## src/rtl/timer.sv

```systemverilog
// rtl/timer.sv - DMG timer/divider: DIV window, TIMA/TMA/TAC, delayed overflow reload and timer interrupt pulse
module timer (
    input  logic        clk,
    input  logic        rst,
    input  logic [15:0] a,
    input  logic [7:0]  din,
    output logic [7:0]  dout,
    input  logic        rd,
    input  logic        wr,
    output logic        int_tim_req
);

    localparam logic [15:0] ADDR_DIV  = 16'hFF04;
    localparam logic [15:0] ADDR_TIMA = 16'hFF05;
    localparam logic [15:0] ADDR_TMA  = 16'hFF06;
    localparam logic [15:0] ADDR_TAC  = 16'hFF07;

    localparam logic [1:0] ST_IDLE   = 2'd0;
    localparam logic [1:0] ST_OVF    = 2'd1;
    localparam logic [1:0] ST_RELOAD = 2'd2;

    logic [15:0] div_cnt;
    logic [7:0]  tima;
    logic [7:0]  tma;
    logic [2:0]  tac;
    logic [1:0]  state;
    logic [1:0]  cnt;
    logic        prev_sig;

    logic        wr_div;
    logic        wr_tima;
    logic        wr_tma;
    logic        wr_tac;

    logic [15:0] div_next;
    logic [2:0]  tac_next;
    logic        tap;
    logic        sig;
    logic        inc;

    // Reads are not side-effecting, so the strobe carries no information here.
    logic        rd_unused;
    assign rd_unused = rd;

    assign wr_div  = wr && (a == ADDR_DIV);
    assign wr_tima = wr && (a == ADDR_TIMA);
    assign wr_tma  = wr && (a == ADDR_TMA);
    assign wr_tac  = wr && (a == ADDR_TAC);

    // The DIV clear overrides the free-running increment.
    assign div_next = wr_div ? 16'h0000 : div_cnt + 16'h0001;
    assign tac_next = wr_tac ? din[2:0] : tac;

    // Tap selection looks at the values that will exist after this edge, so a
    // DIV clear or TAC rewrite can itself produce a falling edge (DMG glitch).
    always_comb begin
        tap = 1'b0;
        case (tac_next[1:0])
            2'b00:   tap = div_next[9];
            2'b01:   tap = div_next[3];
            2'b10:   tap = div_next[5];
            default: tap = div_next[7];
        endcase
    end

    assign sig = tac_next[2] & tap;
    assign inc = prev_sig & ~sig;

    // Divider, control register and the edge-detect history.
    always_ff @(posedge clk or posedge rst) begin
        if (rst) begin
            div_cnt  <= 16'h0000;
            tac      <= 3'b000;
            prev_sig <= 1'b0;
        end else begin
            div_cnt  <= div_next;
            tac      <= tac_next;
            prev_sig <= sig;
        end
    end

    // TMA accepts writes in every state.
    always_ff @(posedge clk or posedge rst) begin
        if (rst) begin
            tma <= 8'h00;
        end else if (wr_tma) begin
            tma <= din;
        end
    end

    // TIMA counting, the 4-clock overflow window, the reload window and the interrupt pulse.
    always_ff @(posedge clk or posedge rst) begin
        if (rst) begin
            tima        <= 8'h00;
            state       <= ST_IDLE;
            cnt         <= 2'd0;
            int_tim_req <= 1'b0;
        end else begin
            int_tim_req <= 1'b0;
            case (state)
                ST_IDLE: begin
                    if (wr_tima) begin
                        // A CPU write beats a coincident increment and suppresses overflow.
                        tima <= din;
                    end else if (inc) begin
                        if (tima == 8'hFF) begin
                            tima  <= 8'h00;
                            state <= ST_OVF;
                            cnt   <= 2'd3;
                        end else begin
                            tima <= tima + 8'h01;
                        end
                    end
                end
                ST_OVF: begin
                    if (wr_tima) begin
                        // Writing TIMA while it still reads 00 cancels the pending reload.
                        tima  <= din;
                        state <= ST_IDLE;
                        cnt   <= 2'd0;
                    end else if (cnt == 2'd0) begin
                        // Reload from the newest TMA, including one written this very cycle.
                        tima        <= wr_tma ? din : tma;
                        int_tim_req <= 1'b1;
                        state       <= ST_RELOAD;
                        cnt         <= 2'd3;
                    end else begin
                        cnt <= cnt - 2'd1;
                    end
                end
                ST_RELOAD: begin
                    // TIMA is locked to TMA here: TIMA writes are dropped, TMA writes land in both.
                    if (wr_tma) begin
                        tima <= din;
                    end
                    if (cnt == 2'd0) begin
                        state <= ST_IDLE;
                    end else begin
                        cnt <= cnt - 2'd1;
                    end
                end
                default: begin
                    state <= ST_IDLE;
                    cnt   <= 2'd0;
                end
            endcase
        end
    end

    // Read mux; unimplemented TAC bits and unmapped addresses read as ones.
    always_comb begin
        dout = 8'hFF;
        case (a)
            ADDR_DIV:  dout = div_cnt[15:8];
            ADDR_TIMA: dout = tima;
            ADDR_TMA:  dout = tma;
            ADDR_TAC:  dout = {5'b11111, tac};
            default:   dout = 8'hFF;
        endcase
    end

endmodule

```

## config.mk

```make
export PLATFORM = sky130hd
export DESIGN_NAME = timer
export DESIGN_NICKNAME = d
export VERILOG_FILES = /design/src/rtl/timer.sv
export SDC_FILE = /design/constraint.sdc
export NUM_CORES = 1
export LEC_CHECK = 0
export ABC_AREA = 1
export CAP_MARGIN = 0
export CORE_UTILIZATION = 40
export CTS_CLUSTER_SIZE = 40
export DETAILED_ROUTE_END_ITERATION = 16
export PLACE_DENSITY_LB_ADDON = 0.3
export REMOVE_ABC_BUFFERS = 1
export SYNTH_ARGS = -nofsm -noshare
export SYNTH_HDL_FRONTEND = slang
export SYNTH_SLANG_ARGS = --single-unit
```

## constraint.sdc

```tcl
create_clock -name clk -period 2.1 [get_ports clk]
set_input_delay 0.21 -clock clk [delete_from_list [all_inputs] [get_ports clk]]
set_output_delay 0.21 -clock clk [all_outputs]
set_load 0.05 [all_outputs]
```

# Word level (Yosys, flattened, before mapping)
# Index checks and enable logic that the tools add are counted.
# word_totals
reg_bits	41
output_inout_bits	9
wordCells	71
# classes
addsub	3
n_eq_ne	17
mux	29
n_bitwise	3
n_reduce_logical	11
# ops
op	n
$eq A16 B16 Y1 const B	4
$mux W8	7
$pmux W8 S4	1
$mux W2	12
$pmux W8 S3	1
$add A16 B1 Y16 const B	1
$mux W16	1
$ne A2 B2 Y1 const B	6
$pmux W2 S3	2
$add A8 B1 Y8 const B	1
$eq A8 B8 Y1 const B	1
$reduce_and A4 Y1	2
$logic_not A2 Y1	3
$ne A3 B3 Y1 const B	2
$reduce_and A5 Y1	1
$eq A2 B1 Y1 const B	2
$eq A2 B2 Y1 const B	2
$logic_and A1 B1 Y1	4
$mux W1	3
$mux W3	1
$pmux W1 S3	1
$reduce_bool A3 Y1	1
$and A1 B1 Y1	2
$sub A2 B1 Y2 const B	1
$not A1 Y1	1

# Longest topological paths before layout
# depth
depth_word	11
depth_mapped	16

# Worst setup path before layout
# OpenSTA, ideal clock, no wires.
# synth_timing
kind	input -> output
start	input a[14]
end	output dout[0]
arrival_time_ns	1.517
t_required_ns	1.890
slack_ns	0.373
stages	9
path_buffers	0
path_cell_list	nand2_1 > inv_1 > nand2_2 > nor2_8 > nand2_1 > nor3_4 > inv_1 > nand4_1 > nand2_1
# synth_via
elab_chain_len	2
word_cells_on_any_way	5
# synth_rtl
element	line_no	rtl
from (decl)	5	input logic [15:0] a,
$eq A16 B16 Y1	153	case (a)
$pmux W8 S4 *	153	
to (decl)	7	output logic [7:0] dout,
# Every way passes the cells marked *; elsewhere a longest branch is shown, timed or not.

# Final worst setup path
# layout_timing
start	input a[1]
end	output dout[5]
# The elaborated chain is that of the path after synthesis.

==> impl_metrics.tcl <==
set metrics [dict create \
    post_dp_cell_area_um2 3580 \
    finish.instance_area_um2 3980 \
    leakage_nw 2.07 \
    setup_viol 0 \
    cts_tree "yes" \
    fin_crit_ns 1.93 \
    syn_area_per_cell_um2 6.91 \
    gp_congestion 0.875 \
    avgRoutedWirePerCell_um 12.9 \
    power.density_nw_per_um2 393 \
    nets 524 \
    fmax_mhz 518 \
    synth_compound_area_share_pct 14.7 \
    async_flop_share_pct 100 \
    instances_no_fill 585 \
    io_pins 37 \
    clk_pin_slew_ns 0.08 \
    max-clock-path-buffers 2 \
    hpwl_um 5450 \
    slowest_stage "dlygate4sd2_1" \
    synth_largest_area_cell "dfrtp_1" \
    antenna_found_initial 0 \
    synth-warning-count 0 \
    synth_edf_count 0 \
    synthAdderAreaFrac_pct 3.04 \
    synthFlopType "dfrtp_1" \
    synthTopCellsByArea "dfrtp_1, nand2_1, inv_1, nand3_1, nor2_1" \
    antenna_left 0 \
    yosys_register_bits 41 \
    worstSetupEndpointType "output port" \
    ir_drop_uv 264 \
    finalHoldViolCount 0 \
    cp_cell_sequence "dlygate4sd2_1, buf_4, inv_1, buf_4, nand2_4, nor3_4, inv_2, nand4_1, buf_6, nand2_4, buf_12" \
    firstDrtPassIters 4 \
    syn_to_final_growth_pct 38.2 \
    hold_buffers 0 \
    crit_fanout 4 \
    worstPathArrival_ns 1.72 \
    die_h_um 86.9 \
    worstSetupPathType "in -> out" \
    drive_above_1_share_pct 21.1 \
    grt_usage_pct 20.3 \
    io_buffers 35 \
    layout_commonest_cell "nand2_1" \
    outcome "completed" \
    drc 0 \
    finalPower_w 0.00156 \
    synthXorXnorAreaFrac_pct 1.52 \
    finalSetupTns_ns 0 \
    placedCellCount 569 \
    drt_iter0_drc 170 \
    cts_max_level 2 \
    core-area_um2 6870 \
    synth_top_family_by_area "simple AND/OR/NAND/NOR gates" \
    slew_headroom_pct 63.1 \
    critPathRequiredTime_ns 1.89 \
    hold_path.class "in -> async" \
    tightest_slew_ns 0.553 \
    yosys.area_share.simple_pct 34.1 \
    clock_skew_ns 0.00760 \
    clk_latency_ns 0.30 \
    grt_max_degree 42 \
    die_area_um2 7540 \
    utilization_pct 57.9 \
    viasPerCell 5.03 \
    grt_setup_unrepaired "false" \
    cts_sinks 41 \
    final_cell_mix "nand2_1, inv_1, dfrtp_1, nand3_1, nor2_1" \
    netlist-cell-type-count 37 \
    cts_buffers 5 \
    diodes 0 \
    ys_seq_area_share_pct 35.6 \
    drv_cap 0 \
    routed_wl_um 7570 \
    r2r_cells 13 \
    grt_pass1_vias 2800 \
    synth.cell_area_um2 2880 \
    critPathLaunchType "input pin" \
    slew_viol_final 0 \
    grt_first_pass_wirelength_um 12100 \
    timing.final.crit_share_pct 92.0 \
    max_stage_delay_ns 0.27 \
    start_util_pct 41.9 \
    die_w_um 86.9 \
    synth.mux.area_fraction_pct 0 \
    synth_top_area_share_pct 35.6 \
    cts_root_buf "clkbuf_8" \
    grt_remaining_overflow 0 \
    postSynthCellCount 417 \
    vias 2940 \
    rows 30 \
]
## final timing paths
path                                      startpoint                   end  slack [ns]
min in group clk                                a[3]  div_cnt[3]$_DFF_PP0_        0.47
worst min-delay path                             rst  div_cnt[9]$_DFF_PP0_        0.34
worst max-delay path                            a[1]               dout[5]        0.17
worst min register to register    cnt[1]$_DFFE_PP0P_    cnt[1]$_DFFE_PP0P_        0.47
max in group asynchronous                        rst  state[1]$_DFFE_PP0P_        1.38
worst max register to register  div_cnt[5]$_DFF_PP0_   tima[3]$_DFFE_PP0P_        0.20
## kinds of logic (layout without fill, tap and decap cells)
family	after synthesis	after routing
adders and majority gates	7	7
xor gates and xnor gates	5	5
AOI/OAI and AO/OA	72	72
and+or+nand+nor	210	211
DFF	41	41
buffers and inverters	82	153
## power breakdown
part / total, W / switching [W] / internal, W
logic: 0.000182 / 0.0000975 / 0.0000850
clock network: 0.000539 / 0.000277 / 0.000261
registers: 0.000843 / 0.0000276 / 0.000815
## metrics by stage
stage / hold slack [ns] / setup slack, ns
5_1_grt: 0.424 / 0.00441
2_1_floorplan: 0.363 / 0.151
3_5_place_dp: 0.459 / -0.217
3_3_place_gp: 0.462 / -0.198
4_1_cts: 0.371 / -0.00278
6_report: 0.341 / 0.168
## per-layer routing
metal  global-route usage [%]  part of all wire (%)  vias to the layer above
li1                         -                     -                     1494
met4                     7.58                   1.6                        0
met3                     4.17                   3.9                       16
met5                        0                     0                        -
met1                     25.1                    44                     1364
met2                     34.9                    50                       66
## final cells by class
class / instances / area [um2]
repair buffers: 70 / 734
fillers: 609 / 2890
clock buffers: 7 / 86.3
multi-input cells: 295 / 1730
flip-flops and latches: 41 / 1030
well taps: 96 / 120
inverters: 76 / 288
## Yosys cell counts, types with 4 or more instances
cell / n
o22ai_1: 9
nand3_1: 38
nand2_2: 6
nand2_1: 106
ha_1: 7
xor2_1: 4
inv_1: 73
a21oi_1: 23
nor2_1: 35
a211oi_1: 7
dfrtp_1: 41
o21ai_1: 4
nor3_1: 5
o21ai_0: 24
## flip-flops by register name, indices dropped and copies added (netlist names)
register / flops
tac: 3
int_tim_req: 1
prev_sig: 1
div_cnt: 16
tima: 8
tma: 8
cnt: 2
state: 2
## critical path, delay by kind of cell
family / cells / cell delay [ns]
buffers and inverters: 7 / 1.01
AND/OR/NAND/NOR: 4 / 0.50
## timing repair
item	4_1_cts	5_1_grt
setup endpoints to repair	8	20
pin swaps	3	19
gates resized for setup	13	56
buffers inserted	4	4
hold endpoints to repair	0	0
gates cloned	0	1
Power figures use the tool's default switching activity.
